$ cat config.mk
export PLATFORM = sky130hd
export DESIGN_NAME = sr_display_driver
export DESIGN_NICKNAME = d
export VERILOG_FILES = /design/src/rtl/display_pkg.sv /design/src/rtl/sr_tick_gen.sv /design/src/rtl/sr_display_driver.sv
export SDC_FILE = /design/constraint.sdc
export NUM_CORES = 1
export LEC_CHECK = 0
export CORE_MARGIN = 2
export CORE_UTILIZATION = 45
export CTS_CLUSTER_DIAMETER = 80
export DETAILED_ROUTE_END_ITERATION = 16
export GPL_ROUTABILITY_DRIVEN = 0
export PLACE_DENSITY = 0.82
export REMOVE_ABC_BUFFERS = 1
export SYNTH_ARGS = -nofsm -noshare
export SYNTH_HDL_FRONTEND = slang
export SYNTH_HIERARCHICAL = 1
export SYNTH_SLANG_ARGS = --single-unit
$ cat constraint.sdc
create_clock -name clk -period 1.97 [get_ports clk]
set_input_delay 0.4925 -clock clk [delete_from_list [all_inputs] [get_ports clk]]
set_output_delay 0.4925 -clock clk [all_outputs]
set_load 0.02 [all_outputs]
$ cat src/rtl/display_pkg.sv
// Shared types and constants for the serial display shift-register driver.
package display_pkg;

    typedef enum logic [2:0] {
        ST_IDLE,
        ST_LOAD,
        ST_SHIFT_LO,
        ST_SHIFT_HI,
        ST_LATCH
    } state_e;

    localparam int DEF_NUM_DIGITS = 6;
    localparam int DEF_SEG_WIDTH  = 8;

    // Wide enough for any practical SEG_WIDTH; users slice the low bits.
    localparam logic [63:0] SEG_ALL_OFF = '0;

endpackage

$ cat src/rtl/sr_tick_gen.sv
// Prescaler: counts 0..CLK_DIV-1 while enabled, tick on the last count.
module sr_tick_gen #(
    parameter int CLK_DIV = 4
) (
    input  logic clk,
    input  logic rst,
    input  logic clear_i,
    output logic tick_o
);

    localparam int CW = (CLK_DIV > 1) ? $clog2(CLK_DIV) : 1;
    localparam logic [CW-1:0] LAST = CW'(CLK_DIV - 1);

    logic [CW-1:0] cnt_q;

    always_ff @(posedge clk or posedge rst) begin
        if (rst) begin
            cnt_q <= '0;
        end else if (clear_i || cnt_q == LAST) begin
            cnt_q <= '0;
        end else begin
            cnt_q <= cnt_q + 1'b1;
        end
    end

    assign tick_o = !clear_i && (cnt_q == LAST);

endmodule

$ cat src/rtl/sr_display_driver.sv
// Fetches digit patterns, shifts them MSB-first into an external
// shift-register chain and latches the whole frame at once.
module sr_display_driver
    import display_pkg::*;
#(
    parameter int NUM_DIGITS = DEF_NUM_DIGITS,
    parameter int SEG_WIDTH  = DEF_SEG_WIDTH,
    parameter int CLK_DIV    = 4,
    parameter int ACTIVE_LOW = 0,
    parameter int SEL_WIDTH  = (NUM_DIGITS > 1) ? $clog2(NUM_DIGITS) : 1
) (
    input  logic                 clk,
    input  logic                 rst,
    input  logic                 start,
    input  logic                 continuous,
    input  logic                 blank,
    input  logic [SEG_WIDTH-1:0] seg_data,
    output logic [SEL_WIDTH-1:0] digit_sel,
    output logic                 sr_data,
    output logic                 sr_clk,
    output logic                 sr_latch,
    output logic                 busy,
    output logic                 done
);

    localparam int BW = $clog2(SEG_WIDTH);
    localparam logic [BW-1:0] LAST_BIT = BW'(SEG_WIDTH - 1);
    localparam logic [SEL_WIDTH-1:0] LAST_DIGIT = SEL_WIDTH'(NUM_DIGITS - 1);
    localparam logic POL = (ACTIVE_LOW != 0);

    state_e               state_q;
    logic [SEG_WIDTH-1:0] shreg_q;
    logic [BW-1:0]        bit_cnt_q;
    logic [SEL_WIDTH-1:0] digit_sel_q;
    logic                 sr_data_q;
    logic                 sr_clk_q;
    logic                 sr_latch_q;
    logic                 busy_q;
    logic                 done_q;
    logic                 tick;
    logic [SEG_WIDTH-1:0] load_val;
    logic [SEG_WIDTH-1:0] shifted;

    sr_tick_gen #(
        .CLK_DIV (CLK_DIV)
    ) u_tick (
        .clk     (clk),
        .rst     (rst),
        .clear_i (state_q == ST_IDLE),
        .tick_o  (tick)
    );

    assign load_val = blank ? SEG_ALL_OFF[SEG_WIDTH-1:0] : seg_data;
    assign shifted  = {shreg_q[SEG_WIDTH-2:0], 1'b0};

    always_ff @(posedge clk or posedge rst) begin
        if (rst) begin
            state_q     <= ST_IDLE;
            shreg_q     <= '0;
            bit_cnt_q   <= '0;
            digit_sel_q <= '0;
            sr_data_q   <= 1'b0;
            sr_clk_q    <= 1'b0;
            sr_latch_q  <= 1'b0;
            busy_q      <= 1'b0;
            done_q      <= 1'b0;
        end else begin
            done_q <= 1'b0;
            case (state_q)
                ST_IDLE: begin
                    if (start || continuous) begin
                        state_q     <= ST_LOAD;
                        digit_sel_q <= '0;
                        busy_q      <= 1'b1;
                    end
                end
                ST_LOAD: begin
                    if (tick) begin
                        shreg_q   <= load_val;
                        bit_cnt_q <= '0;
                        sr_data_q <= load_val[SEG_WIDTH-1] ^ POL;
                        state_q   <= ST_SHIFT_LO;
                    end
                end
                ST_SHIFT_LO: begin
                    if (tick) begin
                        sr_clk_q <= 1'b1;
                        state_q  <= ST_SHIFT_HI;
                    end
                end
                ST_SHIFT_HI: begin
                    if (tick) begin
                        shreg_q   <= shifted;
                        bit_cnt_q <= bit_cnt_q + 1'b1;
                        sr_clk_q  <= 1'b0;
                        if (bit_cnt_q != LAST_BIT) begin
                            sr_data_q <= shifted[SEG_WIDTH-1] ^ POL;
                            state_q   <= ST_SHIFT_LO;
                        end else if (digit_sel_q != LAST_DIGIT) begin
                            digit_sel_q <= digit_sel_q + 1'b1;
                            state_q     <= ST_LOAD;
                        end else begin
                            sr_latch_q <= 1'b1;
                            state_q    <= ST_LATCH;
                        end
                    end
                end
                ST_LATCH: begin
                    if (tick) begin
                        sr_latch_q  <= 1'b0;
                        done_q      <= 1'b1;
                        digit_sel_q <= '0;
                        if (continuous) begin
                            state_q <= ST_LOAD;
                        end else begin
                            state_q <= ST_IDLE;
                            busy_q  <= 1'b0;
                        end
                    end
                end
                default: state_q <= ST_IDLE;
            endcase
        end
    end

    assign digit_sel = digit_sel_q;
    assign sr_data   = sr_data_q;
    assign sr_clk    = sr_clk_q;
    assign sr_latch  = sr_latch_q;
    assign busy      = busy_q;
    assign done      = done_q;

endmodule
==> Word-level counts from Yosys, hierarchy flattened <==
Index checks and enable logic that the tools add are counted.
{ "op_classes": {"n_addsub": 3, "n_eq_ne": 17, "muxes": 39, "reduce_logical": 17} }
{ "op_table": {"columns": ["op", "count"], "rows": [
  ["3-bit two-way mux", 13],
  ["2-bit inequality test (second input constant)", 10],
  ["3-bit case mux with 5 select lines", 1],
  ["1-bit two-way mux", 14],
  ["7-bit two-way mux", 2],
  ["7-bit case mux with 2 select lines", 1],
  ["5-bit AND reduction", 2],
  ["3-bit case mux with 3 select lines", 1],
  ["8-bit two-way mux", 1],
  ["1-bit case mux with 2 select lines", 4],
  ["4-bit AND reduction", 2],
  ["2-bit nonzero test", 4],
  ["3-bit by 1-bit adder with 3-bit output (second input constant)", 2],
  ["3-bit by 2-bit equality test with 1-bit output (second input constant)", 2],
  ["3-bit inequality test (second input constant)", 2],
  ["3-bit case mux with 2 select lines", 1],
  ["3-bit AND reduction", 2],
  ["6-bit AND reduction", 1],
  ["3-bit by 1-bit equality test with 1-bit output (second input constant)", 1],
  ["3-bit equality test (second input constant)", 1],
  ["3-bit logical NOT", 1],
  ["3-bit nonzero test", 1],
  ["2-bit by 1-bit adder with 2-bit output (second input constant)", 1],
  ["2-bit equality test (second input constant)", 1],
  ["other kinds (4)", 5]
]} }
{ "totals": {"regBits": 23, "input_bits": 13, "out_inout_bits": 8, "wordCells": 86} }

==> Depth between registers and ports, before layout <==
Gate-level depths: netlist of the first run.
{ "depth": {"depth_word": 5, "depth_mapped": 9, "ltp_nobuf": 6} }

==> Modules after synthesis <==
Netlist of the first run, hierarchy kept.
{ "modules_own_cells": {"columns": ["mod", "instances", "cells_per_inst", "area_per_inst_um2"], "rows": [
  ["sr_display_driver", 1, 115, 1126.1],
  ["sr_tick_gen", 1, 7, 97.6]
]} }

==> Worst setup path after synthesis of the first run <==
No wires, ideal clock.
{ "synth_timing": {"kind": "reg2reg", "from": "register state_q[1]", "to": "register digit_sel_q[1], in the netlist digit_sel[1]", "t_arrival_ns": 1.736, "setup_slack_ns": 0.156, "path_stages_with_launch": 10, "n_path_buf": 3, "synth_period_minus_slack_ns": 1.814, "path_cell_list": "dfrtp_1 -> buf_4 -> buf_2 -> nor3_1 -> nor2b_2 -> buf_6 -> nand2b_4 -> o211ai_4 -> and2_4 -> o2bb2ai_1"} }
{ "synth_via": {"elab_chain_len": 5, "elab_cells_between_ends": 13, "cone_classes": "7 x eq/ne; 1 x mux; 5 x reduce/logical"} }
{ "synth_rtl": {"columns": ["element", "line", "rtl"], "rows": [
  ["start: declaration", "sr_display_driver.sv:31", "state_e state_q;"],
  ["start signal: assignment", "sr_display_driver.sv:58", "state_q <= ST_IDLE;"],
  ["start signal: assignment", "sr_display_driver.sv:72", "state_q <= ST_LOAD;"],
  ["start signal: assignment", "sr_display_driver.sv:82", "state_q <= ST_SHIFT_LO;"],
  ["3-bit logical NOT (*)", "sr_display_driver.sv:49", ".clear_i (state_q == ST_IDLE),"],
  ["1-bit logical NOT (*)", "sr_tick_gen.sv:26", "assign tick_o = !clear_i && (cnt_q == LAST);"],
  ["1-bit logical AND (*)", "sr_tick_gen.sv:26", null],
  ["net tick", "sr_display_driver.sv:40", "logic tick;"],
  ["2-bit inequality test (no source line)", null, null],
  ["6-bit AND reduction (no source line) (*)", null, null],
  ["end signal: assignment", "sr_display_driver.sv:100", "digit_sel_q <= digit_sel_q + 1'b1;"],
  ["end: declaration", "sr_display_driver.sv:34", "logic [SEL_WIDTH-1:0] digit_sel_q;"]
]} }
The timed path passes the listed nets; every way through them passes the cells marked *.
A chain may end at the register's enable or synchronous reset.

==> Worst setup path in the final report of the first run <==
{ "layout_timing": {"from": "register digit_sel_q[0], in the netlist digit_sel[0]", "to": "output digit_sel[0]"} }
{ "layout_rtl": {"columns": ["element", "line", "rtl"], "rows": [
  ["end: declaration", "sr_display_driver.sv:18", "output logic [SEL_WIDTH-1:0] digit_sel,"]
]} }
No word-level cell between the ends.

==> results of run 1 <==
[flip-flops by register name (all words and copies together) (netlist names)]
register      count
done              1
bit_cnt_q         3
sr_latch          1
shreg_q           7
sr_clk            1
state_q           3
busy              1
u_tick/cnt_q      2
sr_data           1
digit_sel         3
[final timing paths]
kind                                 startpoint               to  slack [ns]  cells past startpoint
worst max-delay path               digit_sel[0]     digit_sel[0]        0.11                      1
worst min-delay path                        rst  u_tick/cnt_q[1]        0.35                      2
worst max register to register  u_tick/cnt_q[0]     digit_sel[2]        0.15                      6
worst min register to register  u_tick/cnt_q[0]  u_tick/cnt_q[0]        0.45                      1
max in group asynchronous                   rst       shreg_q[1]        1.30                      3
min in group clk                u_tick/cnt_q[0]  u_tick/cnt_q[0]        0.45                      1
[cell usage after synthesis, drive strengths merged]
cell	instances
dfrtp	23
o22a	1
o41ai	1
nor2	4
nor3b	8
o2bb2ai	1
o21bai	1
or2	1
nor2b	1
o31ai	1
a211o	1
o32a	1
ha	5
a311oi	1
a2bb2oi	2
a22oi	1
a31oi	1
nand2	20
nand2b	2
inv	5
nor3	3
nand3	1
o211ai	1
buf	6
a21oi	10
nand3b	2
clkbuf	2
o21ai	14
and2	2
[power by group]
part | switching [mW] | total (mW) | leakage (nW) | internal [mW]
Sequential | 0.00175 | 0.477 | 0.278 | 0.475
Combinational | 0.0210 | 0.0515 | 0.342 | 0.0305
Clock | 0.146 | 0.222 | 0.0177 | 0.0759
Total | 0.169 | 0.750 | 0.637 | 0.582
[logic make-up after synthesis]
kind of cell	share of synthesized area (%)
compound gates	19.7
fa+ha+maj	5.11
flops	47.0
buf+inv	5.32
simple gates	22.8
[layer usage]
metal | GRT usage [%] | wire length, um | vias up
li1 | - | - | 479
met1 | 20.1 | 1020 | 466
met2 | 28.9 | 1220 | 21
met3 | 2.56 | 85 | 0
met4 | 6.12 | 0 | 0
met5 | 0 | 0 | -
[through the flow]
step           std cells  setup WS (ns)
3_5_place_dp         172         0.0937
2_1_floorplan        114         -0.288
4_1_cts              176         0.0989
3_3_place_gp         172          0.131
5_1_grt              176         0.0262
6_report             176          0.106
[final cells by class]
| cell class | count | area (sq um) | share of cell area (%) |
|---|---|---|---|
| Tap cell | 30 | 37.5 | 2.50 |
| Inverter | 5 | 18.8 | 1.25 |
| Clock inverter | 1 | 5.00 | 0.333 |
| Timing Repair Buffer | 28 | 260 | 17.3 |
| Clock buffer | 3 | 22.5 | 1.50 |
| Multi-Input combinational cell | 86 | 583 | 38.8 |
| Sequential cell | 23 | 576 | 38.3 |
==> metrics.md, run 1 <==
| Metric | Value |
|---|---|
| Status | finished, final reports clean |
| Rows | 18 |
| Cell count after synthesis | 122 |
| Worst Path Buf+Inv | 1 |
| Final hold violation count | 0 |
| Final HPWL DP | 1740 um |
| Post_cts resized | 0 |
| Post-synthesis to final-layout area growth | 22.8% |
| Initial antenna violation count | 0 |
| CTS H-tree lvls | 1 |
| Clock transition at the registers of the reported paths | 0.13 ns |
| Synthesized area | between 1000 and 1500 sq um |
| CP arrival | ~1.4 ns |
| Total gr overflow | 0 |
| Postcts setup bufs | 0 |
| First-pass GRT wire length | 4150 um |
| Largest net degree at the start of global routing | 26 |
| Synth top area cells | dfrtp_1 47%, nand2_1 6.1%, o21ai_0 5.7% |
| Util after Layout | 59.6% |
| Antenna Cells | 0 |
| Power Total | 750 uW |
| Vias in the first global route | 971 |
| Post-route DRC | 0 |
| Post-DR wirelength/cell | 13.2 um |
| Pre-Repair DR Iteration Count | 4 |
| Gr usage total | 16.4% |
| Clock Latency Late Sink | 0.31 ns |
| Io pins | 21 |
| Slew HR | 78.4% |
| Flops & latches, synth | 23 |
| Data required, critical path | 1.48 ns |
| Die width | roughly 56 um |
| DR vias | 966 |
| Final ANT Viol Nets | 0 |
| CP Max Fanout | 5 |
| Total negative slack | 0 ns |
| # port buffers | 20 |
| Vias/cell | about 5.5 |
| Hold buffers post-CTS | 0 |
| Lkg Pwr | 0.637 nW |
| Clock tree buffer depth | 2 |
| Slowest CP cell | clkdlybuf4s50_1 |
| Slew Viols, Final | 0 |
| Critical Path, Cell by Cell | clkdlybuf4s50_1 |
| Max VDD drop | about 0.00033 V |
| Commonest cells after routing, fill and taps aside | 23 x dfrtp_1, 20 x nand2_1, 20 x clkdlybuf4s50_1 |
| Kind of critical path | register to primary output |
| Starting Density | 48.5% |
| Post-route cell area | 1500 sq um |
| Period utilization | 94.6% |
| Synth top area share | 47.0% |
| DRT Wirelength | 2320 um |
| CTS sink count | 23 |
| Cell type with the highest aggregate area in the netlist | dfrtp_1 |
| Clock skew | 0.00627 ns |
| RSZ-0062 raised after global routing | false |
| Post-synthesis cell type count | 36 |
| Core area | 2520 sq um |
| Placed cell area | 1480 sq um |
| Power density of the placed cells | around 500 nW/um^2 |
| Mean Syn Cell Area | between 10 and 15 sq um |
| CP Capture Type | primary output |
| Syn. warnings | 6 |
| Die H | 56.1 um |
| Max cap viols | 0 |
| CTS Buf Count | 3 |
| Final setup viols | 0 |
| Crit-path leading delay family | buffers and inverters |
| Worst min-delay path category | input port to async pin |
| Max Fclk | 536 MHz |
| Die Area | 3150 sq um |
| Min Tclk post-route | 1.86 ns |
| WHS | 0.353 ns |
| Share of layout cells above drive strength 1 | 15.1% |
| Critical path launch point type | register |
| Slowest cell delay on critical path | between 0.6 and 0.7 ns |
| DR iter-0 viols | 23 |
| Total of fill cells in the finished design | 228 |
| Tightest Pin Transition | 0.320 ns |
| # nets final | 165 |
| CTS Root Cell | clkbuf_4 |
| Register area share after synthesis | 47.0% |
| TritonCTS clock tree | done |
| Commonest non-fill, non-tap cell in the layout | dfrtp_1 |
Note: power is estimated with default switching activity, not from simulation.
==> inputs of run 2 (changes only) <==
Settings changed: CTS_BUF_LIST from default to sky130_fd_sc_hd__clkbuf_8.
==> metrics.md, run 2 (synthesis gave the netlist of run 1 again) <==
| Metric | Value |
|---|---|
| Status | finished, final reports clean |
| Final WS setup | 0.159 ns |
| Rows | 18 |
| Clock tree buffer depth | 2 |
| Final non-filler cell total | 176 |
| Share of layout cells above drive strength 1 | 15.1% |
| Worst Reg-to-Reg Cells | 6 |
| CTS Root Cell | clkbuf_8 |
| Min Tclk post-route | 1.81 ns |
| Hold buffers post-CTS | 0 |
| Placement Setup Slack | 0.0937 ns |
| Top reg by flops | shreg_q |
| Slew Viols, Final | 0 |
| Power density of the placed cells | 542 nW/um^2 |
| Die H | 56.1 um |
| Largest net degree at the start of global routing | 26 |
| Total of fill cells in the finished design | about 230 |
| Post-DR wirelength/cell | 13.3 um |
| Antenna Cells | 0 |
| Reg-to-reg endpoint | digit_sel[2] |
| Final ANT Viol Nets | 0 |
| Die width | 56.1 um |
| Core area | 2520 sq um |
| Kind of critical path | register to register |
| Max cap viols | 0 |
| Clock skew | ~0.0035 ns |
| Max reg flops | 7 |
| Initial antenna violation count | 0 |
| Slew HR | 78.4% |
| Setup crit end | digit_sel[2] |
| Max VDD drop | 0.000344 V |
| Max Fclk | 552 MHz |
| Io pins | 21 |
| Starting Density | 48.5% |
| Total gr overflow | 0 |
| Vias in the first global route | 993 |
| DRT Wirelength | around 2300 um |
| DR vias | 954 |
| Vias/cell | between 5 and 6 |
| Critical path launch point type | register |
| Clock transition at the registers of the reported paths | ~0.080 ns |
| CP Max Fanout | 6 |
| Period utilization | 91.9% |
| Placed Cells | ~170 |
| Final setup viols | 0 |
| Post-synthesis to final-layout area growth | 24.3% |
| CP Capture Type | register |
| Critical Path Source | u_tick/cnt_q[0] |
| DR iter-0 viols | 23 |
| Pre-Repair DR Iteration Count | 4 |
| CP arrival | 1.97 ns |
| Reg-to-reg startpoint | u_tick/cnt_q[0] |
| CTS sink count | 23 |
| Gr usage total | 16.9% |
| # nets final | 165 |
| Lkg Pwr | 0.645 nW |
| Post-route DRC | 0 |
| Util after Layout | between 60% and 70% |
| # port buffers | 20 |
| Final HPWL DP | between 1500 and 2000 um |
| TritonCTS clock tree | done |
| Data required, critical path | 2.13 ns |
| CTS H-tree lvls | 1 |
| Total negative slack | 0 ns |
| Commonest cells after routing, fill and taps aside | 23 x dfrtp_1, 20 x nand2_1, 20 x clkdlybuf4s50_1 |
| Worst min-delay path category | input port to async pin |
| Final hold violation count | 0 |
| RSZ-0062 raised after global routing | false |
| Commonest non-fill, non-tap cell in the layout | dfrtp_1 |
| Postcts setup bufs | 0 |
| WHS | roughly 0.42 ns |
| First-pass GRT wire length | between 4000 and 5000 um |
| CTS Buf Count | 3 |
| Clock Latency Late Sink | about 0.27 ns |
| Post_cts resized | 0 |
| Tightest Pin Transition | 0.320 ns |
| Die Area | 3150 sq um |
| R2R setup slack | 0.16 ns |
[run 2: critical path: stages (launching register included)]
cell and delay, ns:
dfrtp_1 0.38, ha_1 0.23, nor2b_2 0.35, nand3b_4 0.11
nand3b_4 0.19, and2_4 0.16, a211o_1 0.28
[run 2: metrics by stage]
stage / area [sq um] / power [mW]
6_report: 1520 / 0.824
5_1_grt: 1520 / 0.855
4_1_cts: 1520 / 0.827
3_5_place_dp: 1480 / 0.538
3_3_place_gp: 1480 / 0.537
2_1_floorplan: 1180 / 0.503
[run 2: worst min path at each step]
stage | end | slack [ns] | start
2_1_floorplan | u_tick/cnt_q[0] | 0.23 | rst
3_3_place_gp | u_tick/cnt_q[0] | 0.43 | u_tick/cnt_q[0]
3_5_place_dp | u_tick/cnt_q[0] | 0.44 | u_tick/cnt_q[0]
4_1_cts | u_tick/cnt_q[1] | 0.42 | rst
5_1_grt | u_tick/cnt_q[1] | 0.42 | rst
6_report | u_tick/cnt_q[0] | 0.42 | rst
[run 2: cell type report]
class	count	area, sq um	area share [%]
clock buffers	3	41.3	2.71
repair buffers	28	260	17.1
clock inverters	1	5.00	0.329
inverters	5	18.8	1.23
multi-input cells	86	583	38.3
flip-flops and latches	23	576	37.8
well taps	30	37.5	2.47
[run 2: power by group]
group | leakage (nW) | switching (mW) | internal (mW) | total, mW
combinational | 0.342 | 0.0213 | 0.0305 | 0.0518
clock | 0.0255 | 0.155 | 0.141 | 0.296
sequential | 0.278 | 0.00177 | 0.475 | 0.476
total | 0.645 | 0.178 | 0.647 | 0.824
[run 2: layer usage]
metal	wire, um	global-route usage, %
met1	1000	20.4
met2	1230	29.7
met3	80	3.26
met4	26	6.12
met5	0	0
